**src/rtl/rename_pkg.sv**
```systemverilog
// rename_pkg: shared widths, index/map types and identity-map helper for the register alias table.
package rename_pkg;
  localparam int ARCH_REGS = 32;
  localparam int PHYS_REGS = 64;
  localparam int ARCH_W = 5;
  localparam int PHYS_W = 6;
  typedef logic [ARCH_W-1:0] arch_idx_t;
  typedef logic [PHYS_W-1:0] phys_idx_t;
  typedef phys_idx_t [ARCH_REGS-1:0] map_t;
  localparam arch_idx_t ZERO_REG = 5'd31;
  function automatic map_t identity_map();
    map_t m;
    for (int i = 0; i < ARCH_REGS; i++) m[i] = phys_idx_t'(i);
    return m;
  endfunction
endpackage

```
**src/rtl/rat_bank.sv**
```systemverilog
// rat_bank: 32x6 mapping flop array with one write port, bulk load, NR combinational read ports and identity reset.
module rat_bank
  import rename_pkg::*;
#(
  parameter int NR = 1
) (
  input  logic                  clk,
  input  logic                  reset,
  input  logic                  we,
  input  arch_idx_t             waddr,
  input  phys_idx_t             wdata,
  input  logic                  load,
  input  map_t                  load_map,
  input  arch_idx_t [NR-1:0]    raddr,
  output phys_idx_t [NR-1:0]    rdata,
  output map_t                  map
);
  always_ff @(posedge clk or negedge reset)
    if (!reset) map <= identity_map();
    else if (load) map <= load_map;
    else if (we && waddr != ZERO_REG) map[waddr] <= wdata;
  for (genvar r = 0; r < NR; r++) begin : g_rd
    assign rdata[r] = raddr[r] == ZERO_REG ? phys_idx_t'(ZERO_REG) : map[raddr[r]];
  end
endmodule

```
**src/rtl/rename_table.sv**
```systemverilog
// rename_table: speculative + committed register alias tables for the rename stage.
// RENAME_RECOVERY_EN adds a flush input that reloads the speculative map from the committed one.
module rename_table
  import rename_pkg::*;
(
  input  logic      clk,
  input  logic      reset,
  input  arch_idx_t arch_rs1,
  input  arch_idx_t arch_rs2,
  output phys_idx_t phys_rs1,
  output phys_idx_t phys_rs2,
  input  logic      rename_en,
  input  arch_idx_t arch_rd,
  input  phys_idx_t new_phys_rd,
  output phys_idx_t old_phys_rd,
`ifdef RENAME_RECOVERY_EN
  input  logic      flush,
`endif
  input  logic      commit_en,
  input  arch_idx_t commit_arch_rd,
  input  phys_idx_t commit_phys_rd
);
  map_t spec_map, comm_map, spec_load_map;
  phys_idx_t [2:0] spec_rd;
  phys_idx_t [0:0] comm_rd;
  logic spec_load;
  logic unused_comm;
`ifdef RENAME_RECOVERY_EN
  // flush sees the committed map including this edge's retirement
  map_t comm_next;
  always_comb begin
    comm_next = comm_map;
    if (commit_en && commit_arch_rd != ZERO_REG) comm_next[commit_arch_rd] = commit_phys_rd;
  end
  assign spec_load = flush;
  assign spec_load_map = comm_next;
  assign unused_comm = ^comm_rd;
`else
  assign spec_load = 1'b0;
  assign spec_load_map = '0;
  assign unused_comm = ^{comm_rd, comm_map};
`endif
  rat_bank #(.NR(3)) u_spec (
    .clk(clk), .reset(reset),
    .we(rename_en), .waddr(arch_rd), .wdata(new_phys_rd),
    .load(spec_load), .load_map(spec_load_map),
    .raddr({arch_rd, arch_rs2, arch_rs1}), .rdata(spec_rd), .map(spec_map)
  );
  rat_bank #(.NR(1)) u_comm (
    .clk(clk), .reset(reset),
    .we(commit_en), .waddr(commit_arch_rd), .wdata(commit_phys_rd),
    .load(1'b0), .load_map('0),
    .raddr(commit_arch_rd), .rdata(comm_rd), .map(comm_map)
  );
  assign phys_rs1 = spec_rd[0];
  assign phys_rs2 = spec_rd[1];
  assign old_phys_rd = spec_rd[2];
  logic unused_spec;
  assign unused_spec = ^spec_map;
endmodule

```
**config.mk**
```make
export PLATFORM = sky130hd
export DESIGN_NAME = rename_table
export DESIGN_NICKNAME = d
export VERILOG_FILES = /design/src/rtl/rename_pkg.sv /design/src/rtl/rat_bank.sv /design/src/rtl/rename_table.sv
export SDC_FILE = /design/constraint.sdc
export NUM_CORES = 1
export LEC_CHECK = 0
export CORE_ASPECT_RATIO = 1.2
export CORE_MARGIN = 2
export CORE_UTILIZATION = 56
export DETAILED_ROUTE_END_ITERATION = 6
export PLACE_DENSITY = 0.81
export SLEW_MARGIN = 25
export SYNTH_ARGS = -nofsm -noshare
export SYNTH_HDL_FRONTEND = slang
export SYNTH_SLANG_ARGS = --single-unit
```
**constraint.sdc**
```tcl
create_clock -name clk -period 2 [get_ports clk]
set_input_delay 0.3 -clock clk [delete_from_list [all_inputs] [get_ports clk]]
set_output_delay 0.3 -clock clk [all_outputs]
set_load 0.005 [all_outputs]
```
# ---- Word level (Yosys, flattened, before mapping)
# Cells that the tools add are included.
dict set report totals {
  register_bits 192
  input_bits 36
  out_inout_bits 18
  elab_cells 54
}
dict set report op_classes {
  magnitude_cmp 4
  eq_ne 4
  mux 12
  n_reduce_logical 2
}
# operator n
set op_table {}
lappend op_table {{$bwmux 192} 1}
lappend op_table {{$bmux 6 s5} 3}
lappend op_table {{$mux 6} 7}
lappend op_table {{$demux 6 s5} 1}
lappend op_table {{$lt 5x6->1 const B} 3}
lappend op_table {{$eq 5x5->1 const B} 3}
lappend op_table {{$ge 5x1->1 const B} 1}
lappend op_table {{$ne 5x5->1 const B} 1}
lappend op_table {{$logic_and 1x1->1} 2}

# ---- Logic depth before layout (Yosys ltp)
dict set report logic_depth {
  depth_word 5
  mapped_depth 7
  ltp_nobuf 4
}

# ---- Hierarchy
# A second synthesis with hierarchy kept.
dict set report unflattened {
  cells_unflattened 1262
  area_unflattened_um2 14132.3
}
# module instances cells_each area_each_um2 seq_area_each_um2
set modules_own_cells {}
lappend modules_own_cells {rat_bank 1 1261 14128.6 4904.7}
lappend modules_own_cells {rename_table 1 1 3.8 0.0}

# ---- Worst setup path before layout
# OpenSTA, ideal clock, no wires.
dict set report synth_timing {
  kind {in2out}
  from {input arch_rd[0]}
  to {output old_phys_rd[4]}
  arrival_ns 1.677
  t_required_ns 1.700
  slack_ns 0.023
  stages 6
  path_buffers 2
  path_cell_list {buf_6 buf_2 mux4_2 nand2_1 nand3_1 a221o_1}
}
dict set report synth_between {
  elab_chain_len 3
  elab_cells_between_ends 4
  classes_between {eq/ne (1); mux (3)}
}
# item line
set synth_lines {}
lappend synth_lines {{start: declaration} rename_table.sv:13} ;# input arch_idx_t arch_rd,
lappend synth_lines {{$bmux 6 s5} rat_bank.sv:23} ;# assign rdata[r] = raddr[r] == ZERO_REG ? phys_idx_t'(ZERO_REG) : map[raddr[r]];
lappend synth_lines {{$mux 6 (implied by the code)} rat_bank.sv:23}
lappend synth_lines {{$mux 6 (*)} rat_bank.sv:23}
lappend synth_lines {{end: declaration} rename_table.sv:15} ;# output phys_idx_t old_phys_rd,
# Mark *: on every way between the ends. The rest lies on a longest branch, timed or not. The select of a mux whose other input is x is not followed.

# ---- Final worst setup path
dict set report layout_timing {
  from {register u_spec.map[2] in the netlist's numbering}
  to {output phys_rs2[2]}
}
dict set report layout_between {
  elab_chain_len 3
}
# item line
set layout_lines {}
lappend layout_lines {{start: declaration} rat_bank.sv:16} ;# output map_t map
lappend layout_lines {{start signal: assignment} rat_bank.sv:19} ;# if (!reset) map <= identity_map();
lappend layout_lines {{start signal: assignment} rat_bank.sv:20} ;# else if (load) map <= load_map;
lappend layout_lines {{start signal: indexed assignment} rat_bank.sv:21} ;# else if (we && waddr != ZERO_REG) map[waddr] <= wdata;
lappend layout_lines {{$bmux 6 s5} rat_bank.sv:23}
lappend layout_lines {{$mux 6 (implied by the code)} rat_bank.sv:23}
lappend layout_lines {{$mux 6} rat_bank.sv:23}
lappend layout_lines {{end: declaration} rename_table.sv:11} ;# output phys_idx_t phys_rs2,
# Every way passes these cells. The select of a mux whose other input is x is not followed.

==> impl_metrics.prom <==
# TYPE chip_impl_metric gauge
chip_impl_metric{name="placed_cells",unit=""} 1284
chip_impl_metric{name="synth.cell_area",unit="sq um"} 12140
chip_impl_metric{name="layoutNonFillerInstCount",unit=""} 1335
chip_impl_metric{name="synth-seq-cells",unit=""} 192
chip_impl_metric{name="post_synth_cell_types",unit=""} 44
chip_impl_metric{name="period_share",unit="%"} 128.9
chip_impl_metric{name="postRouteAntennaNets",unit=""} 0
chip_impl_metric{name="seq_area_frac_synth",unit="%"} 40.40
chip_impl_metric{name="detail_route.wl_per_cell",unit="microns"} 28.95
chip_impl_metric{name="async_flop_share",unit="%"} 100.0
chip_impl_metric{name="p_leak",unit="nW"} 6.600
chip_impl_metric{name="grt_first_pass_wirelength",unit="microns"} 59070
chip_impl_metric{name="ios",unit=""} 54
chip_impl_metric{name="max_rail_drop_vdd",unit="mV"} 0.6706
chip_impl_info{name="worstHoldStart",value="u_spec.map[187]"} 1
chip_impl_info{name="worstSetupPathType",value="register to primary output"} 1
chip_impl_metric{name="power_density",unit="nW/um^2"} 852.3
chip_impl_info{name="ctsRootBufferMaster",value="sky130_fd_sc_hd__clkbuf_16"} 1
chip_impl_metric{name="htree_levels",unit=""} 4
chip_impl_metric{name="cp_data_required_time",unit="ns"} 1.70
chip_impl_metric{name="dr_total_vias",unit=""} 9371
chip_impl_info{name="top_register_by_number_of_flip_flops",value="u_spec.map"} 1
chip_impl_metric{name="layout.filler_cells",unit=""} 1334
chip_impl_metric{name="design_power_total",unit="mW"} 13.20
chip_impl_metric{name="fmax",unit="MHz"} 388.0
chip_impl_metric{name="critical_path_buf_inv_count",unit=""} 3
chip_impl_metric{name="core.rowCount",unit=""} 59
chip_impl_metric{name="maximum_count_of_clock_buffers_along_a_single_path",unit=""} 2
chip_impl_info{name="synth-main-ff-cell",value="sky130_fd_sc_hd__dfrtp_1"} 1
chip_impl_metric{name="overflow",unit=""} 0
chip_impl_metric{name="drt-met1-wl",unit="microns"} 14110
chip_impl_metric{name="worst_setup_hold_path_clk_slew",unit="ns"} 0.07
chip_impl_info{name="critPathSlowestCell",value="sky130_fd_sc_hd__mux4_2"} 1
chip_impl_metric{name="holdWs",unit="ns"} 0.3748
chip_impl_info{name="worstPathCellList",value="buf_6 -> mux4_2 -> a221o_1 -> a21oi_2 -> buf_4 -> a21oi_2 -> buf_2"} 1
chip_impl_metric{name="syn_to_final_growth",unit="%"} 27.58
chip_impl_metric{name="grtUsageTotal",unit="%"} 34.68
chip_impl_metric{name="dp_worst_setup_slack",unit="ns"} -0.7963
chip_impl_metric{name="switching_share",unit="%"} 30.73
chip_impl_metric{name="skew",unit="ns"} 0
chip_impl_metric{name="drt_iter0_drc",unit=""} 1141
chip_impl_metric{name="power_frac_comb",unit="%"} 32.2
chip_impl_metric{name="floorplan_core_area",unit="sq um"} 21480
chip_impl_info{name="worstReg2RegEnd",value="u_spec.map[41]"} 1
chip_impl_metric{name="worst_pin_slew",unit="ns"} 0.5474
chip_impl_metric{name="first_global_vias",unit=""} 9620
chip_impl_metric{name="timing.critical_path.fanout_max",unit=""} 3
chip_impl_metric{name="placement.cell_area",unit="sq um"} 14560
chip_impl_info{name="timing.rr.start",value="u_spec.map[41]"} 1
chip_impl_metric{name="timing.final.ws_setup",unit="ns"} -0.5771
chip_impl_info{name="cts_tree",value="done"} 1
chip_impl_metric{name="power_report.internal_total",unit="mW"} 9.144
chip_impl_metric{name="io_buf_count",unit=""} 41
chip_impl_metric{name="timing.critical_path.arrival",unit="ns"} 2.28
chip_impl_metric{name="layout.cell_area.non_filler",unit="sq um"} 15490
chip_impl_metric{name="n_antenna_cell",unit=""} 0
chip_impl_metric{name="relative_slew_margins",unit="%"} 63.50
chip_impl_info{name="status",value="complete, but fails checks"} 1
chip_impl_metric{name="drive_gt1_share",unit="%"} 72.76
chip_impl_metric{name="timing.hold.worst_path_depth",unit=""} 0
chip_impl_info{name="worst_path_dominant_cell_family",value="compound AO/OA/AOI/OAI gates"} 1
chip_impl_metric{name="drt_first_pass_iters",unit=""} 5
chip_impl_metric{name="utilization",unit="%"} 72.10
chip_impl_info{name="rsz0062_at_grt",value="true"} 1
chip_impl_metric{name="die_y",unit="microns"} 165.3
chip_impl_info{name="top_flop_regs",value="u_spec.map (192)"} 1
chip_impl_metric{name="post_synth.cell_area_avg",unit="sq um"} 14.70
chip_impl_metric{name="synthCells",unit=""} 826
chip_impl_metric{name="synthesis.nets",unit=""} 862
chip_impl_metric{name="dieArea",unit="sq um"} 22880
chip_impl_info{name="timing.hold.worst.class",value="register to register"} 1
chip_impl_info{name="highest-signal-layer",value="met4"} 1
chip_impl_metric{name="max_stage_delay",unit="ns"} 0.49
chip_impl_metric{name="grt_antenna_before_repair",unit=""} 0
chip_impl_info{name="setup.worst_path.start",value="u_spec.map[2]"} 1
chip_impl_metric{name="ff2ff_path_depth",unit=""} 3
chip_impl_metric{name="postRouteWirelength",unit="microns"} 38640
chip_impl_metric{name="synth-edff-count",unit=""} 0
chip_impl_metric{name="grt_max_degree",unit=""} 52
chip_impl_metric{name="place.detailed.hpwl",unit="microns"} 26450
chip_impl_metric{name="regToRegSetupSlack",unit="ns"} 0.99
chip_impl_metric{name="die_w",unit="microns"} 138.4
chip_impl_metric{name="max-cap-violations",unit=""} 0
chip_impl_metric{name="worst_skew_pair.late_latency",unit="ns"} 0.45
chip_impl_metric{name="met2WireLength",unit="microns"} 18400
chip_impl_metric{name="timing.final.setup_violations",unit=""} 18
chip_impl_metric{name="drt-vias-per-instance",unit=""} 7.019
chip_impl_metric{name="place.gp.congestion",unit=""} 0.9325
chip_impl_metric{name="drc",unit=""} 0
chip_impl_metric{name="nets",unit=""} 1084
chip_impl_info{name="timing.critical_path.from_type",value="register"} 1
chip_impl_info{name="violated_checks",value="negative setup slack"} 1
chip_impl_info{name="endpoint_kind",value="primary output"} 1
chip_impl_metric{name="netSwitchingPower",unit="mW"} 4.057
chip_impl_metric{name="hold_viol",unit=""} 0
chip_impl_metric{name="fin_setup_tns",unit="ns"} -8.155
chip_impl_info{name="terminating_pin_of_the_worst_hold_path",value="u_spec.map[187]"} 1
chip_impl_metric{name="initial_core_util",unit="%"} 56.51
chip_impl_metric{name="drv_slew",unit=""} 0
chip_impl_metric{name="clock_power_share",unit="%"} 26.1
chip_impl_metric{name="seqPwrFrac",unit="%"} 41.7
chip_impl_metric{name="number_of_warnings_reported_in_the_yosys_synthesis_log",unit=""} 0
chip_impl_metric{name="wl_met3",unit="microns"} 3842
chip_impl_metric{name="largest_reg_flops",unit=""} 192
chip_impl_metric{name="tritoncts_sink_count",unit=""} 192
chip_impl_metric{name="fin_crit",unit="ns"} 2.577
chip_impl_metric{name="clock_buffer_count_from_cts",unit=""} 17
chip_impl_info{name="crit_path_frequent_cell",value="sky130_fd_sc_hd__a21oi_2"} 1
[layer usage]
metal  vias up  GRT usage, %
li1       3753             -
met1      4841         46.15
met2       622         54.43
met3       155         6.488
met4         0         19.39
met5         -         1.316
[synthesized netlist by cell type (2+ instances only)]
cell / instances / area [sq um]
sky130_fd_sc_hd__mux2_2: 219 / 2466
sky130_fd_sc_hd__mux4_2: 125 / 2815
sky130_fd_sc_hd__dfrtp_1: 112 / 2803
sky130_fd_sc_hd__dfstp_2: 80 / 2102
sky130_fd_sc_hd__clkbuf_1: 39 / 146.4
sky130_fd_sc_hd__a21oi_1: 31 / 155.2
sky130_fd_sc_hd__mux2i_1: 24 / 240.2
sky130_fd_sc_hd__nand2_1: 23 / 86.33
sky130_fd_sc_hd__buf_2: 19 / 95.09
sky130_fd_sc_hd__a221oi_1: 17 / 148.9
sky130_fd_sc_hd__a221o_1: 14 / 140.1
sky130_fd_sc_hd__nor2_1: 10 / 37.54
sky130_fd_sc_hd__o21ai_0: 10 / 50.05
sky130_fd_sc_hd__buf_6: 8 / 90.09
sky130_fd_sc_hd__mux2_1: 8 / 90.09
sky130_fd_sc_hd__buf_4: 7 / 52.55
sky130_fd_sc_hd__nand3b_1: 7 / 52.55
sky130_fd_sc_hd__nor2b_1: 7 / 43.79
sky130_fd_sc_hd__a22oi_1: 6 / 45.04
sky130_fd_sc_hd__and3b_1: 5 / 43.79
sky130_fd_sc_hd__nand3_1: 5 / 25.02
sky130_fd_sc_hd__nor2_4: 5 / 56.30
sky130_fd_sc_hd__o221ai_1: 5 / 43.79
sky130_fd_sc_hd__and3_1: 4 / 25.02
sky130_fd_sc_hd__buf_1: 4 / 15.01
sky130_fd_sc_hd__o211ai_1: 4 / 30.03
sky130_fd_sc_hd__inv_1: 3 / 11.26
sky130_fd_sc_hd__nor2_2: 3 / 18.77
sky130_fd_sc_hd__nor3b_1: 3 / 22.52
sky130_fd_sc_hd__a22o_1: 2 / 17.52
sky130_fd_sc_hd__and2_1: 2 / 12.51
sky130_fd_sc_hd__nand4_1: 2 / 12.51
sky130_fd_sc_hd__o211a_1: 2 / 20.02
[worst register-to-register path, delay by kind of cell, from the launching register on]
kind                   cells  cell delay (ns)
flip-flops                 1             0.40
buffers and inverters      2             0.25
multiplexers               1             0.25
[cell families after synthesis]
logic type / share of synthesized area (%)
simple gates: 4.566
buf+inv: 3.380
mux: 46.22
compound gates: 5.431
flops: 40.40
[worst max-delay path by stage]
stage                           endpoint  slack (ns)  cells after the start
final                        phys_rs2[2]       -0.58                      7
after CTS                    phys_rs2[2]       -0.57                      7
after global routing         phys_rs2[2]       -0.61                      7
after detailed placement  old_phys_rd[4]       -0.80                      7
after floorplan           old_phys_rd[4]        0.02                      6
after global placement       phys_rs1[3]       -0.78                      8
[placed cells by master, fill, tap and decap left out, types with 4 or more instances in the layout]
cell,instances
sky130_fd_sc_hd__buf_4,189
sky130_fd_sc_hd__buf_2,23
sky130_fd_sc_hd__mux2_1,8
sky130_fd_sc_hd__dfstp_2,80
sky130_fd_sc_hd__nor2b_1,6
sky130_fd_sc_hd__nor2_4,6
sky130_fd_sc_hd__and3b_1,5
sky130_fd_sc_hd__and3_1,4
sky130_fd_sc_hd__nand3b_1,7
sky130_fd_sc_hd__mux2i_1,24
sky130_fd_sc_hd__buf_12,35
sky130_fd_sc_hd__a221oi_2,9
sky130_fd_sc_hd__dfrtp_1,112
sky130_fd_sc_hd__a22oi_2,4
sky130_fd_sc_hd__a221o_1,14
sky130_fd_sc_hd__a21oi_1,11
sky130_fd_sc_hd__mux2_4,7
sky130_fd_sc_hd__clkbuf_16,19
sky130_fd_sc_hd__buf_6,15
sky130_fd_sc_hd__nor2_1,10
sky130_fd_sc_hd__mux2_2,212
sky130_fd_sc_hd__a21oi_2,19
sky130_fd_sc_hd__nand2_1,23
sky130_fd_sc_hd__a221oi_1,8
sky130_fd_sc_hd__mux4_2,125
sky130_fd_sc_hd__nand3_2,5
sky130_fd_sc_hd__o221ai_1,5
sky130_fd_sc_hd__o211ai_1,4
sky130_fd_sc_hd__o21ai_0,7
sky130_fd_sc_hd__clkdlybuf4s50_1,14
[area by class of cell]
cell class	instances	area [sq um]	share of cell area, %
repair buffers	280	2604	16.81
clock buffers	21	483.0	3.118
well taps	274	342.8	2.213
clock inverters	11	92.59	0.5978
inverters	3	11.26	0.07270
flip-flops and latches	192	4905	31.67
multi-input cells	554	7051	45.52
[power by group through the flow]
stage               combinational (mW)  sequential [mW]  clock [mW]
floorplan                         2.33             5.34           0
global placement                  3.85             5.44           0
detailed placement                3.95             5.51           0
CTS                               4.14             5.45        3.45
global route                      4.44             5.58        3.60
finish                            4.25             5.50        3.45
[timing repair]
item,in CTS,in global routing
setup endpoints to repair,24,18
setup buffers,21,1
gates cloned,1,0
hold endpoints to repair,22,0
hold buffers,1,0
pin swaps,29,4
gates resized for setup,130,11
No activity file was read; power rests on OpenSTA's default activity.
